### config.mk
export PLATFORM = sky130hd
export DESIGN_NAME = mem_stage
export DESIGN_NICKNAME = d
export VERILOG_FILES = /design/src/rtl/mem_stage.sv
export SDC_FILE = /design/constraint.sdc
export NUM_CORES = 1
export LEC_CHECK = 0
export BUFFER_PORTS_ARGS = -buffer_cell sky130_fd_sc_hd__buf_4
export CAP_MARGIN = 40
export CORE_MARGIN = 4
export CORE_UTILIZATION = 55
export CTS_CLUSTER_SIZE = 28
export DETAILED_ROUTE_END_ITERATION = 8
export PLACE_DENSITY_LB_ADDON = 0.12
export REMOVE_ABC_BUFFERS = 1
export SYNTH_ARGS = -nofsm -noshare
export SYNTH_HDL_FRONTEND = slang
export SYNTH_SLANG_ARGS = --single-unit
### constraint.sdc
create_clock -name clk_i -period 6.4 [get_ports clk_i]
set_input_delay 1.6 -clock clk_i [delete_from_list [all_inputs] [get_ports clk_i]]
set_output_delay 1.6 -clock clk_i [all_outputs]
set_load 0.02 [all_outputs]
### src/rtl/mem_stage.sv
// Memory-access pipeline stage: issues data-bus loads/stores, stalls upstream while
// the bus is busy, and registers the write-back triple for the MEM/WB boundary.
module mem_stage #(
  parameter int RADDR_WIDTH = 5,
  parameter int RDATA_WIDTH = 32
) (
  input  logic                   clk_i,
  input  logic                   rst_i,
  input  logic [RADDR_WIDTH-1:0] reg_waddr_i,
  input  logic                   reg_we_i,
  input  logic [RDATA_WIDTH-1:0] reg_wdata_i,
  input  logic [3:0]             mem_op_i,
  input  logic [RDATA_WIDTH-1:0] store_data_i,
  output logic                   bus_req_o,
  output logic                   bus_we_o,
  output logic [RDATA_WIDTH-1:0] bus_addr_o,
  output logic [RDATA_WIDTH-1:0] bus_wdata_o,
  output logic [3:0]             bus_be_o,
  input  logic                   bus_ack_i,
  input  logic [RDATA_WIDTH-1:0] bus_rdata_i,
  output logic                   stall_o,
  output logic                   misalign_o,
  output logic [RADDR_WIDTH-1:0] reg_waddr_o,
  output logic                   reg_we_o,
  output logic [RDATA_WIDTH-1:0] reg_wdata_o
);

  localparam logic [3:0] OP_NONE = 4'd0;
  localparam logic [3:0] OP_LB   = 4'd1;
  localparam logic [3:0] OP_LH   = 4'd2;
  localparam logic [3:0] OP_LW   = 4'd3;
  localparam logic [3:0] OP_LBU  = 4'd4;
  localparam logic [3:0] OP_LHU  = 4'd5;
  localparam logic [3:0] OP_SB   = 4'd6;
  localparam logic [3:0] OP_SH   = 4'd7;
  localparam logic [3:0] OP_SW   = 4'd8;

  typedef enum logic {
    ST_IDLE = 1'b0,
    ST_BUS  = 1'b1
  } state_t;

  state_t state_q, state_d;

  // Decoded view of the incoming op
  logic                   dec_load;
  logic                   dec_store;
  logic                   dec_misalign;
  logic                   dec_start;
  logic [3:0]             dec_be;
  logic [RDATA_WIDTH-1:0] dec_wdata;
  logic [1:0]             addr_lo;

  // Transaction context held for the duration of a bus access
  logic [3:0]             op_q;
  logic [1:0]             off_q;
  logic [RADDR_WIDTH-1:0] waddr_q;
  logic                   we_q;
  logic [RDATA_WIDTH-1:0] wdata_q;
  logic                   load_q;

  logic                   stall_raw;
  logic [RDATA_WIDTH-1:0] load_result;

  assign addr_lo = reg_wdata_i[1:0];

  // NOTE: every signal written in an always_comb gets a default first, so no path
  // leaves it unassigned and no latch is inferred.
  always_comb begin
    dec_load     = 1'b0;
    dec_store    = 1'b0;
    dec_misalign = 1'b0;
    dec_be       = 4'b1111;
    dec_wdata    = store_data_i;
    case (mem_op_i)
      OP_LB, OP_LBU: dec_load = 1'b1;
      OP_LH, OP_LHU: begin
        dec_load     = 1'b1;
        dec_misalign = addr_lo[0];
      end
      OP_LW: begin
        dec_load     = 1'b1;
        dec_misalign = |addr_lo;
      end
      OP_SB: begin
        dec_store = 1'b1;
        dec_be    = 4'b0001 << addr_lo;
        dec_wdata = {(RDATA_WIDTH/8){store_data_i[7:0]}};
      end
      OP_SH: begin
        dec_store    = 1'b1;
        dec_misalign = addr_lo[0];
        dec_be       = addr_lo[1] ? 4'b1100 : 4'b0011;
        dec_wdata    = {(RDATA_WIDTH/16){store_data_i[15:0]}};
      end
      OP_SW: begin
        dec_store    = 1'b1;
        dec_misalign = |addr_lo;
      end
      default: ;
    endcase
    dec_start = (dec_load | dec_store) & ~dec_misalign;
  end

  // Lane extraction for the load that is completing; the held offset picks the lane.
  always_comb begin
    logic [7:0]  lane_b;
    logic [15:0] lane_h;
    lane_b      = bus_rdata_i[{off_q, 3'b000} +: 8];
    lane_h      = off_q[1] ? bus_rdata_i[31:16] : bus_rdata_i[15:0];
    load_result = bus_rdata_i;
    case (op_q)
      OP_LB:   load_result = {{(RDATA_WIDTH-8){lane_b[7]}}, lane_b};
      OP_LBU:  load_result = {{(RDATA_WIDTH-8){1'b0}}, lane_b};
      OP_LH:   load_result = {{(RDATA_WIDTH-16){lane_h[15]}}, lane_h};
      OP_LHU:  load_result = {{(RDATA_WIDTH-16){1'b0}}, lane_h};
      default: load_result = bus_rdata_i;
    endcase
  end

  always_comb begin
    state_d   = state_q;
    stall_raw = 1'b0;
    case (state_q)
      ST_IDLE: begin
        if (dec_start) begin
          state_d   = ST_BUS;
          stall_raw = 1'b1;
        end
      end
      ST_BUS: begin
        if (bus_ack_i) begin
          state_d = ST_IDLE;
        end else begin
          stall_raw = 1'b1;
        end
      end
      default: state_d = ST_IDLE;
    endcase
  end

  // Reset is asynchronous, so the stall must be masked directly rather than
  // waiting for the state register to settle.
  assign stall_o = stall_raw & ~rst_i;

  // NOTE: sequential state uses non-blocking assignments only, so every register
  // samples pre-edge values regardless of statement order.
  always_ff @(posedge clk_i or posedge rst_i) begin
    if (rst_i) begin
      state_q <= ST_IDLE;
    end else begin
      state_q <= state_d;
    end
  end

  always_ff @(posedge clk_i or posedge rst_i) begin
    if (rst_i) begin
      bus_req_o   <= 1'b0;
      bus_we_o    <= 1'b0;
      bus_addr_o  <= '0;
      bus_wdata_o <= '0;
      bus_be_o    <= '0;
      misalign_o  <= 1'b0;
      reg_waddr_o <= '0;
      reg_we_o    <= 1'b0;
      reg_wdata_o <= '0;
      op_q        <= OP_NONE;
      off_q       <= '0;
      waddr_q     <= '0;
      we_q        <= 1'b0;
      wdata_q     <= '0;
      load_q      <= 1'b0;
    end else begin
      misalign_o <= 1'b0;
      case (state_q)
        ST_IDLE: begin
          if (dec_start) begin
            bus_req_o   <= 1'b1;
            bus_we_o    <= dec_store;
            bus_addr_o  <= {reg_wdata_i[RDATA_WIDTH-1:2], 2'b00};
            bus_wdata_o <= dec_wdata;
            bus_be_o    <= dec_be;
            op_q        <= mem_op_i;
            off_q       <= addr_lo;
            waddr_q     <= reg_waddr_i;
            we_q        <= reg_we_i;
            wdata_q     <= reg_wdata_i;
            load_q      <= dec_load;
            // Bubble into MEM/WB while the access is outstanding
            reg_we_o    <= 1'b0;
          end else begin
            reg_waddr_o <= reg_waddr_i;
            reg_we_o    <= reg_we_i & ~dec_misalign;
            reg_wdata_o <= reg_wdata_i;
            misalign_o  <= dec_misalign;
          end
        end
        ST_BUS: begin
          if (bus_ack_i) begin
            bus_req_o   <= 1'b0;
            bus_we_o    <= 1'b0;
            bus_be_o    <= '0;
            reg_waddr_o <= waddr_q;
            reg_we_o    <= load_q & we_q;
            reg_wdata_o <= load_q ? load_result : wdata_q;
          end
        end
        default: ;
      endcase
    end
  end

endmodule
==> results of run 1 <==
-- where the power goes --
part           switching, uW  total (uW)  internal, uW  leakage [uW]
logic                   1010        1720           712       0.00248
clock network            334         878           545      0.000268
registers                230        1290          1060       0.00146
-- sequential cells by signal, indices dropped and copies added, names as in the netlist, 4 cells and up --
| name | count |
|---|---|
| waddr_q | 5 |
| bus_be_o | 4 |
| wdata_q | 31 |
| bus_wdata_o | 32 |
| reg_wdata_o | 32 |
| reg_waddr_o | 5 |
| op_q | 4 |
-- stage by stage --
step                hold WS, ns  setup slack (ns)
floorplan                 0.445             0.959
global placement          0.457              1.74
detailed placement        0.464              1.72
CTS                       0.482              1.70
global route              0.506              1.61
finish                    0.479              1.68
-- layer usage --
| metal | wire length (um) | GRT usage [%] | part of all wire [%] | up-vias |
|---|---|---|---|---|
| met1 | 7930 | 38.1 | 38 | 3140 |
| met2 | 10100 | 50.3 | 49 | 304 |
| met3 | 1750 | 9.71 | 8.5 | 60 |
| met5 | 0 | 0 | 0 | - |
| met4 | 840 | 14.9 | 4.1 | 0 |
| li1 | - | - | - | 2899 |
-- path summary, 6_finish.rpt --
| check | start | endpoint | slack, ns | depth (start not counted) |
|---|---|---|---|---|
| worst max-delay path | mem_op_i[0] | stall_o | 1.68 | 6 |
| worst min-delay path | waddr_q[4] | waddr_q[4] | 0.48 | 2 |
| worst max register to register | state_q | reg_wdata_o[2] | 3.46 | 7 |
| worst min register to register | waddr_q[4] | waddr_q[4] | 0.48 | 2 |
| max in group asynchronous | rst_i | bus_wdata_o[22] | 3.98 | 4 |
| min in group asynchronous | rst_i | wdata_q[27] | 1.20 | 2 |
-- cell usage after synthesis, drive strengths merged, types with 2 or more instances --
cell | instances | area (um2)
o2111a | 7 | 78.8
nand4b | 7 | 61.3
nand3 | 9 | 45.0
nor3b | 2 | 15.0
clkbuf | 24 | 90.1
nand2 | 198 | 743
xor2 | 2 | 17.5
o21a | 7 | 52.6
a21oi | 30 | 150
mux2 | 23 | 259
a221o | 7 | 70.1
nor2 | 85 | 322
o21ai | 39 | 195
o22ai | 6 | 37.5
o32a | 2 | 20.0
a221oi | 18 | 164
buf | 32 | 170
inv | 9 | 33.8
nand4 | 9 | 56.3
a211o | 2 | 17.5
or3b | 2 | 17.5
a31o | 2 | 17.5
a211oi | 8 | 60.1
a21o | 2 | 15.0
nor4b | 2 | 17.5
mux2i | 32 | 320
a31oi | 2 | 12.5
nand2b | 5 | 31.3
a2111oi | 7 | 61.3
dfrtp | 121 | 3030
nor2b | 3 | 18.8
-- worst register-to-register path, delay by kind of cell (launching register included) --
kind / cells / cell delay [ns]
simple gates: 1 / 0.86
compound gates: 2 / 0.35
flops: 1 / 0.38
buf+inv: 4 / 1.27
-- layout make-up --
cell class	instances	area (um2)	area share [%]
Timing Repair Buffer	227	1730	20.1
Tap cell	143	179	2.08
Sequential cell	121	3030	35.2
Inverter	9	36.3	0.422
Clock inverter	9	76.3	0.887
Clock buffer	21	460	5.35
Multi-Input combinational cell	540	3090	36.0
-- logic make-up after synthesis --
kind of cell	after synthesis
multiplexers	56
buffers and inverters	65
flip-flops	121
AND/OR/NAND/NOR	331
XOR/XNOR	3
AO/OA/AOI/OAI	148
other	1
==> impl_results.md, run 1 <==
* Status: completed
* CTS Buffer Depth at 2
* Worst EP arrival at ~3.1 ns
* Mux contribution to synthesized area at a little under a tenth
* Die height at 116 um
* Inserted Clock Buffers at 17
* Total power at 3890 uW
* Worst Path Buf+Inv at 2
* Fin crit share at 73.7%
* Layout cells sized above 1 at between 30% and 40%
* Post-synthesis compound-gate area fraction at 16.5%
* Placed inst area at 0.00807 mm2
* Peak VDD IR at 331 uV
* Ys flop type: dfrtp_1
* Final core occ at 75.3%
* Crit path time final at 4.72 ns
* Actual slew at the worst max-slew pin at 0.949 ns
* Pins Over Slew Limit at 0
* Rows at 39
* CP max FO at 18
* CP Capture Type: output port
* Pre-Repair DR Iteration Count at 6
* Setup TNS at 0 ns
* Clock Skew at 0.0101 ns
* # clock sinks at approximately 120
* First-pass GRT wire length at 32,300 um
* Largest stage delay, worst path at 0.39 ns
* CP required at around 4.8 ns
* Ant diodes at 0
* # Max-Cap Violations at 0
* CTS tree: done
* GRT Util Overall at 31.1%
* RSZ-0062 raised after global routing: false
* Setup violators final at 0
* Post-CTS Setup Inserts at 0
* Initial antenna violation count at 0
* Most common cell after layout, fill and taps aside: buf_4
* Critical path type: input pin to output port
* Hpwl dp at 14,200 um
* Fin nets at 1,025
* IO Pins at between 200 and 250
* Starting density of the core at 56.0%
* Synthesized area at 0.00640 mm2
* Ys Warns at 0
* Yosys cell types at 58
* # port buffers at around 220
* Vias per inst at between 5 and 6
* Die area at 0.0134 mm2
* Post-synth EDFFs at 0
* Worst path slowest cell: or3b_1
* Sequential area share after synthesis at 47.3%
* Later-pin clock latency in the skew report at 0.42 ns
* CP Launch Type: input pin
* Non-filler cells, final at 1,070
* XOR/XNOR Fraction of Synth Area at 0.411%
* Peak Freq at 212 MHz
* Placed insts at 1,040
* Worst Hold Class: register to register
* P&R area growth vs syn at 34.4%
* Hold-fix buffers, CTS at 0
* RD Place Congestion at 0.860
* Synth Area in Simple Gates at 21.8%
* Combinational family with the most area after synthesis: simple AND/OR/NAND/NOR gates
* Ys async rst share at 100%
* Routed wire per std cell at slightly below 20 um
* Post-Synth Adder-Cell Area at 0%
* Synthesized area per cell at 8.83 um2
* Syn Inst Count at approximately 730
* Routed WL at 20,600 um
* Fillers at 853
* Synth Register Bits at 121
* Grt total ovfl at 0
* CTS root buf: clkbuf_16
* # H-tree levels at 4
* Largest net degree at the start of global routing at 77
* Core ar. at 0.0114 mm2
* Resized Gates After CTS at 0
* Slew headroom at 36.7%
* Critical path's most frequent cell: buf_4
* DRT antenna net count at 0
* Cell Chain, Critical Path: buf_4, or3b_1, a211o_1, a41oi_4, nor2_1, buf_4
* Via count at 6,403
* Leak pwr at roughly 0.0042 uW
* Reg clk slew, reported paths at 0.05 ns
* DRC viols at 0
* Worst path top cell family by delay: compound AO/OA/AOI/OAI gates
* PwrDens at 452 mW/mm2
* Count of final hold-check violations at 0
* Fin area at 0.00860 mm2
* Die Span X at 116 um
* Commonest cells after routing, fill and taps aside: buf_4 (225), nand2_1 (198), dfrtp_1 (120)
* 1st-iter DRT viols at 653
* Vias in the first global route at approximately 6,500
No activity file was read; power rests on OpenSTA's default activity.
==> inputs of run 2 (changes only) <==
--- a/config.mk
+++ b/config.mk
@@ -8,7 +8,7 @@
 export BUFFER_PORTS_ARGS = -buffer_cell sky130_fd_sc_hd__buf_4
 export CAP_MARGIN = 40
 export CORE_MARGIN = 4
-export CORE_UTILIZATION = 55
+export CORE_UTILIZATION = 51
 export CTS_CLUSTER_SIZE = 28
 export DETAILED_ROUTE_END_ITERATION = 8
 export PLACE_DENSITY_LB_ADDON = 0.12
==> constraint.sdc (replaced) <==
create_clock -name clk_i -period 4.4 [get_ports clk_i]
set_input_delay 1.1 -clock clk_i [delete_from_list [all_inputs] [get_ports clk_i]]
set_output_delay 1.1 -clock clk_i [all_outputs]
set_load 0.02 [all_outputs]
==> run 2 against run 1 <==
  * Power rose by 44%
  * Design area rose by 0.38%
  * Combinational power increased by 46%
  * Sequential share of layout area shrank 0.13 points
  * Clock power grew 40%
  * Global-route usage is 2.0 points lower
  * Wire length increased by 1.6%
  * Register-to-register slack got worse by 1.9 ns
  * Clock skew down 0.0066 ns
  * Sequential power is 45% higher
==> impl_results.md, run 2 (same netlist as run 1, synthesis figures left out) <==
* Worst path slowest cell: nor3_1 (was or3b_1)
* Starting density of the core at 52.6% (was 56.0%)
* # port buffers at 216 (unchanged)
* Die area at 0.0144 mm2 (was 0.0134 mm2)
* # Max-Cap Violations at 0 (unchanged)
* Routed WL at 21,000 um (was 20,600 um)
* Commonest cells after routing, fill and taps aside: buf_4 (226), nand2_1 (198), dfrtp_1 (120) (was buf_4 (225), nand2_1 (198), dfrtp_1 (120))
* Worst EP arrival at 2.54 ns (was 3.12 ns)
* Pre-Repair DR Iteration Count at 5 (was 6)
* Largest net degree at the start of global routing at 79 (was 77)
* PwrDens at 649 mW/mm2 (was 452 mW/mm2)
* Critical path's most frequent cell: buf_4 (unchanged)
* RSZ-0062 raised after global routing: false (unchanged)
* Die Span X at 120 um (was 116 um)
* Combinational Power Share at 44.8% (was 44.3%)
* RD Place Congestion at 0.871 (was 0.860)
* Cell Chain, Critical Path: buf_4, nor3_1, xnor2_1, a41oi_4, nor2_1, buf_4 (was buf_4, or3b_1, a211o_1, a41oi_4, nor2_1, buf_4)
* Inserted Clock Buffers at 17 (unchanged)
* Hold Path Stages at 2 (unchanged)
* IO Pins at 219 (unchanged)
* Slew headroom at 36.4% (was 36.7%)
* Placed inst area at 0.00813 mm2 (was 0.00807 mm2)
* Setup violators final at 0 (unchanged)
* Die height at 120 um (was 116 um)
* Clock Skew at 0.00348 ns (was 0.0101 ns)
* Switching Power at 2280 uW (was 1570 uW)
* Vias in the first global route at 6,484 (was 6,526)
* Crit path time final at roughly 3.6 ns
* Core ar. at 0.0122 mm2 (was 0.0114 mm2)
* CP max FO at 9 (was 18)
* Peak Freq at 275 MHz
* Leak pwr at 0.00421 uW (about the same)
* Count of final hold-check violations at 0 (unchanged)
* Initial antenna violation count at 0 (unchanged)
* Pins Over Slew Limit at 0 (unchanged)
* CTS tree: done (unchanged)
* Switching portion of total power at 40.6% (was 40.5%)
* Grt total ovfl at 0 (unchanged)
* CP required at 3.30 ns (was 4.80 ns)
* Peak VDD IR at 425 uV (was 331 uV)
* Fillers at 982 (was 853)
* Fin nets at 1,027 (was 1,025)
* CTS root buf: clkbuf_16 (unchanged)
* Sequential power share at 33.4% (was 33.1%)
* Resized Gates After CTS at 0 (unchanged)
* Hold slack at 0.478 ns (was 0.479 ns)
* Worst Hold Class: register to register (unchanged)
* Status: completed (unchanged)
* GRT Util Overall at 29.1% (was 31.1%)
* Routed wire per std cell at 19.1 um (was 19.3 um)
* Final core occ at 71.0% (was 75.3%)
* Largest regs: bus_wdata_o: 32 flops, reg_wdata_o: 32 flops, wdata_q: 31 flops (unchanged)
* Vias per inst at 5.77 (was 5.98)
* Rows at 40 (was 39)
* CP Launch Type: input pin (unchanged)
* DRC viols at 0 (unchanged)
* # H-tree levels at 4 (unchanged)
* Reg2reg path depth at 6 (was 7)
* Most common cell after layout, fill and taps aside: buf_4 (unchanged)
* Later-pin clock latency in the skew report at 0.42 ns (about the same)
* Fin area at 0.00864 mm2 (was 0.00860 mm2)
* Post-CTS Setup Inserts at 0 (unchanged)
* Clock network fraction of total power at 21.9% (was 22.6%)
* Largest stage delay, worst path at 0.45 ns (was 0.39 ns)
* Internal power at 3330 uW (was 2310 uW)
* Via count at 6,326 (was 6,403)
* Setup TNS at 0 ns (unchanged)
* Reg clk slew, reported paths at 0.05 ns (about the same)
* Placed insts at 1,067 (was 1,040)
* Critical path type: input pin to output port (unchanged)
* CP Launch Point: mem_op_i[2] (was mem_op_i[0])
* R2R Path Start: state_q (unchanged)
* Actual slew at the worst max-slew pin at 0.954 ns (was 0.949 ns)
* Hold-fix buffers, CTS at 0 (unchanged)
* CTS Buffer Depth at 2 (unchanged)
* CP Capture Type: output port (unchanged)
* P&R area growth vs syn at 34.9% (was 34.4%)
* Fin crit share at 82.8%
* Non-filler cells, final at 1,096 (was 1,070)
* 1st-iter DRT viols at 706 (was 653)
* First-pass GRT wire length at 32,900 um (was 32,300 um)
* Hpwl dp at 14,700 um (was 14,200 um)
* # clock sinks at 121 (unchanged)
* DRT antenna net count at 0 (unchanged)
* Hold Startpoint: bus_wdata_o[7] (was waddr_q[4])
* Layout cells sized above 1 at 31.0% (was 31.4%)
* Ant diodes at 0 (unchanged)
run 2: changes by cell type in the layout (fill, tap and decap cells not counted), sizes merged:
| cell | delta |
|---|---|
| bufinv | -1 |
| clkinv | -5 |
| clkbuf | +5 |
| buf | +2 |
run 2: power by group through the flow:
| stage | logic (uW) | registers, uW | clock network (uW) |
|---|---|---|---|
| detailed placement | 2500 | 1880 | 0 |
| global route | 2690 | 1920 | 1290 |
| global placement | 2420 | 1860 | 0 |
| finish | 2510 | 1870 | 1230 |
| floorplan | 909 | 2330 | 0 |
| CTS | 2510 | 1860 | 1230 |
run 2: path summary, 6_finish.rpt:
check / to / slack, ns
setup / recovery: stall_o / 0.76
hold / removal: bus_wdata_o[7] / 0.48
setup reg to reg: reg_wdata_o[2] / 1.56
hold reg to reg: bus_wdata_o[7] / 0.48
max in group asynchronous: bus_wdata_o[10] / 2.92
min in group asynchronous: reg_wdata_o[29] / 0.64
run 2: final cells by class:
type                            count  area, um2  share of cell area [%]
Multi-Input combinational cell    540       3090                    35.8
Sequential cell                   121       3030                    35.1
Timing Repair Buffer              229       1760                    20.4
Inverter                            9       36.3                   0.420
Clock inverter                      3       17.5                   0.203
Clock buffer                       26        489                    5.67
Tap cell                          168        210                    2.43
run 2: layer usage:
metal | track usage, % | vias up | wire length (um)
li1 | - | 2902 | -
met1 | 35.5 | 3020 | 7990
met2 | 47.6 | 340 | 10300
met3 | 8.67 | 64 | 1960
met4 | 13.2 | 0 | 716
met5 | 0 | - | 0
run 2: through the flow:
step | power [uW] | setup WS, ns
3_3_place_gp | 4270 | 0.807
4_1_cts | 5610 | 0.777
2_1_floorplan | 3240 | -0.531
6_report | 5610 | 0.759
3_5_place_dp | 4380 | 0.785
5_1_grt | 5900 | 0.679
run 2: critical path: cells and delay by family:
kind / cells / cell delay, ns
AND/OR/NAND/NOR: 2 / 0.53
AO/OA/AOI/OAI: 1 / 0.36
XOR/XNOR: 1 / 0.24
buffers and inverters: 2 / 0.30
==> inputs of run 3 (changes only) <==
==> constraint.sdc (replaced) <==
create_clock -name clk_i -period 3.61 [get_ports clk_i]
set_input_delay 0.9025 -clock clk_i [delete_from_list [all_inputs] [get_ports clk_i]]
set_output_delay 0.9025 -clock clk_i [all_outputs]
set_load 0.02 [all_outputs]
==> run 3 against run 2 <==
  * Non-clock buffer count rose by 3
  * Setup slack got worse by 0.41 ns
  * Critical endpoint unchanged
  * Combinational power rose by 22%
  * Die area did not move
  * Power rose by 25%
  * Hold slack got worse by 0.0013 ns
  * Wire length rose by 0.20%
  * Core utilization rose by 0.70 points
  * Via count rose by 0.28%
  * Design area rose by 0.99%
  * Register-to-register slack got worse by 0.48 ns
==> impl_results.md, run 3 (same netlist as run 1, synthesis figures left out) <==
* Inserted Clock Buffers at 17 (unchanged)
* Peak VDD IR at 518 uV (was 425 uV)
* Fin area at 0.00872 mm2 (was 0.00864 mm2)
* Worst Hold Class: register to register (unchanged)
* Multi-input logic area at 0.00309 mm2 (unchanged)
* CP Capture Type: output port (unchanged)
* Dpl ws at 0.383 ns (was 0.785 ns)
* CP required at 2.71 ns (was 3.30 ns)
* Worst EP arrival at 2.36 ns (was 2.54 ns)
* DRT antenna net count at 0 (unchanged)
* RSZ-0062 raised after global routing: false (unchanged)
* Internal power at 4230 uW (was 3330 uW)
* Peak Freq at 306 MHz
* # port buffers at 216 (unchanged)
* Switching portion of total power at 39.9% (was 40.6%)
* Core ar. at 0.0122 mm2 (unchanged)
* Reg clk slew, reported paths at 0.05 ns (about the same)
* Resized Gates After CTS at 0 (unchanged)
* Layout cells sized above 1 at 31.8% (was 31.0%)
* FF+latch area at 0.00303 mm2 (unchanged)
* DRC viols at 0 (unchanged)
* Status: completed (unchanged)
* Setup violators final at 0 (unchanged)
* GRT Util Overall at 29.0% (was 29.1%)
* Slew headroom at 41.3% (was 36.4%)
* Routed wire per std cell at 19.1 um (about the same)
* Combinational Power Share at 43.6% (was 44.8%)
* Die height at 120 um (unchanged)
* Fin nets at 1,030 (was 1,027)
* # Max-Cap Violations at 0 (unchanged)
* CP max FO at 6 (was 9)
* Actual slew at the worst max-slew pin at 0.881 ns (was 0.954 ns)
* Switching Power at 2800 uW (was 2280 uW)
* Count of final hold-check violations at 0 (unchanged)
* Rows at 40 (unchanged)
* Vias per inst at 5.76 (was 5.77)
* Hold-fix buffers, CTS at 0 (unchanged)
* Later-pin clock latency in the skew report at 0.41 ns (was 0.42 ns)
* Hpwl dp at 14,700 um (about the same)
* First-pass GRT wire length at 33,000 um (was 32,900 um)
* Starting density of the core at 52.6% (unchanged)
* Crit path time final at 3.26 ns
* Leak pwr at 0.00426 uW (was 0.00421 uW)
* P&R area growth vs syn at 36.3% (was 34.9%)
* Initial antenna violation count at 0 (unchanged)
* Clock network fraction of total power at 24.0% (was 21.9%)
* 1st-iter DRT viols at 468 (was 706)
* # clock sinks at 121 (unchanged)
* RD Place Congestion at 0.883 (was 0.871)
* CP Launch Type: input pin (unchanged)
* CTS root buf: clkbuf_16 (unchanged)
* CTS tree: done (unchanged)
* Critical path type: input pin to output port (unchanged)
* Clock Skew at 0.00560 ns (was 0.00348 ns)
* Routed WL at 21,000 um (about the same)
* Commonest cells after routing, fill and taps aside: buf_4 (230), nand2_1 (198), dfrtp_1 (120) (was buf_4 (226), nand2_1 (198), dfrtp_1 (120))
* Die Span X at 120 um (unchanged)
* Sequential power share at 32.4% (was 33.4%)
* Largest regs: bus_wdata_o: 32 flops, reg_wdata_o: 32 flops, wdata_q: 31 flops (unchanged)
* Post-CTS Setup Inserts at 0 (unchanged)
* Ant diodes at 0 (unchanged)
* # H-tree levels at 4 (unchanged)
* Largest net degree at the start of global routing at 79 (unchanged)
* Setup TNS at 0 ns (unchanged)
* Pins Over Slew Limit at 0 (unchanged)
* Total power at 7030 uW (was 5610 uW)
* Placed inst area at 0.00814 mm2 (was 0.00813 mm2)
* Grt total ovfl at 0 (unchanged)
* Fin crit share at 90.4%
* PwrDens at 806 mW/mm2 (was 649 mW/mm2)
* Most common cell after layout, fill and taps aside: buf_4 (unchanged)
* CTS Buffer Depth at 2 (unchanged)
* Die area at 0.0144 mm2 (unchanged)
* IO Pins at 219 (unchanged)
* Fillers at 931 (was 982)
* Via count at 6,344 (was 6,326)
* Setup ws final at 0.346 ns (was 0.759 ns)
* Pre-Repair DR Iteration Count at 6 (was 5)
* Vias in the first global route at 6,413 (was 6,484)
## run 3: cell count changes in the layout (fill, tap and decap cells not counted), sizes merged
cell	previous run	this run
clkinv	2	5
bufinv	0	2
clkbuf	26	24
buf	229	232
## run 3: worst max-delay path, stage by stage
cell and delay (ns):
buf_4 0.13, or3b_1 0.38, a211o_1 0.34, a41oi_4 0.36, nor2_1 0.08, buf_4 0.16
## run 3: layer usage
| layer | up-vias | part of all wire (%) | global-route usage [%] |
|---|---|---|---|
| met5 | - | 0 | 0 |
| met4 | 0 | 3.5 | 13.9 |
| met3 | 59 | 6.8 | 6.55 |
| met2 | 291 | 49 | 48.1 |
| met1 | 3081 | 41 | 35.9 |
| li1 | 2913 | - | - |
## run 3: final cells by class
| type | count | share of cell area (%) |
|---|---|---|
| multi-input combinational | 540 | 35.5 |
| sequential | 121 | 34.7 |
| timing repair buffer | 232 | 20.3 |
| clock buffer | 24 | 5.64 |
| tap | 168 | 2.41 |
| clock inverter | 8 | 1.06 |
| inverter | 9 | 0.416 |
## run 3: worst paths after layout
path,from,endpoint,slack [ns],cells past startpoint
min in group asynchronous,rst_i,wdata_q[29],0.56,2
worst max register to register,wdata_q[1],reg_wdata_o[25],1.08,6
worst min register to register,bus_wdata_o[2],bus_wdata_o[2],0.48,2
worst max-delay path,mem_op_i[0],stall_o,0.35,6
worst min-delay path,bus_wdata_o[2],bus_wdata_o[2],0.48,2
max in group asynchronous,rst_i,wdata_q[26],2.34,3
## run 3: power groups by stage
| stage | logic (uW) | registers, uW | clock network (uW) |
|---|---|---|---|
| 6_report | 3070 | 2280 | 1680 |
| 5_1_grt | 3290 | 2340 | 1760 |
| 4_1_cts | 3070 | 2270 | 1690 |
| 3_5_place_dp | 3060 | 2280 | 0 |
| 3_3_place_gp | 2980 | 2250 | 0 |
| 2_1_floorplan | 1110 | 2840 | 0 |
## run 3: metrics by stage
step	hold WS, ns	instances	utilization, %
floorplan	0.445	670	-
global placement	0.457	1070	66.9
detailed placement	0.468	1070	66.9
CTS	0.482	1102	71.7
global route	0.502	1102	71.7
finish	0.477	1102	71.7
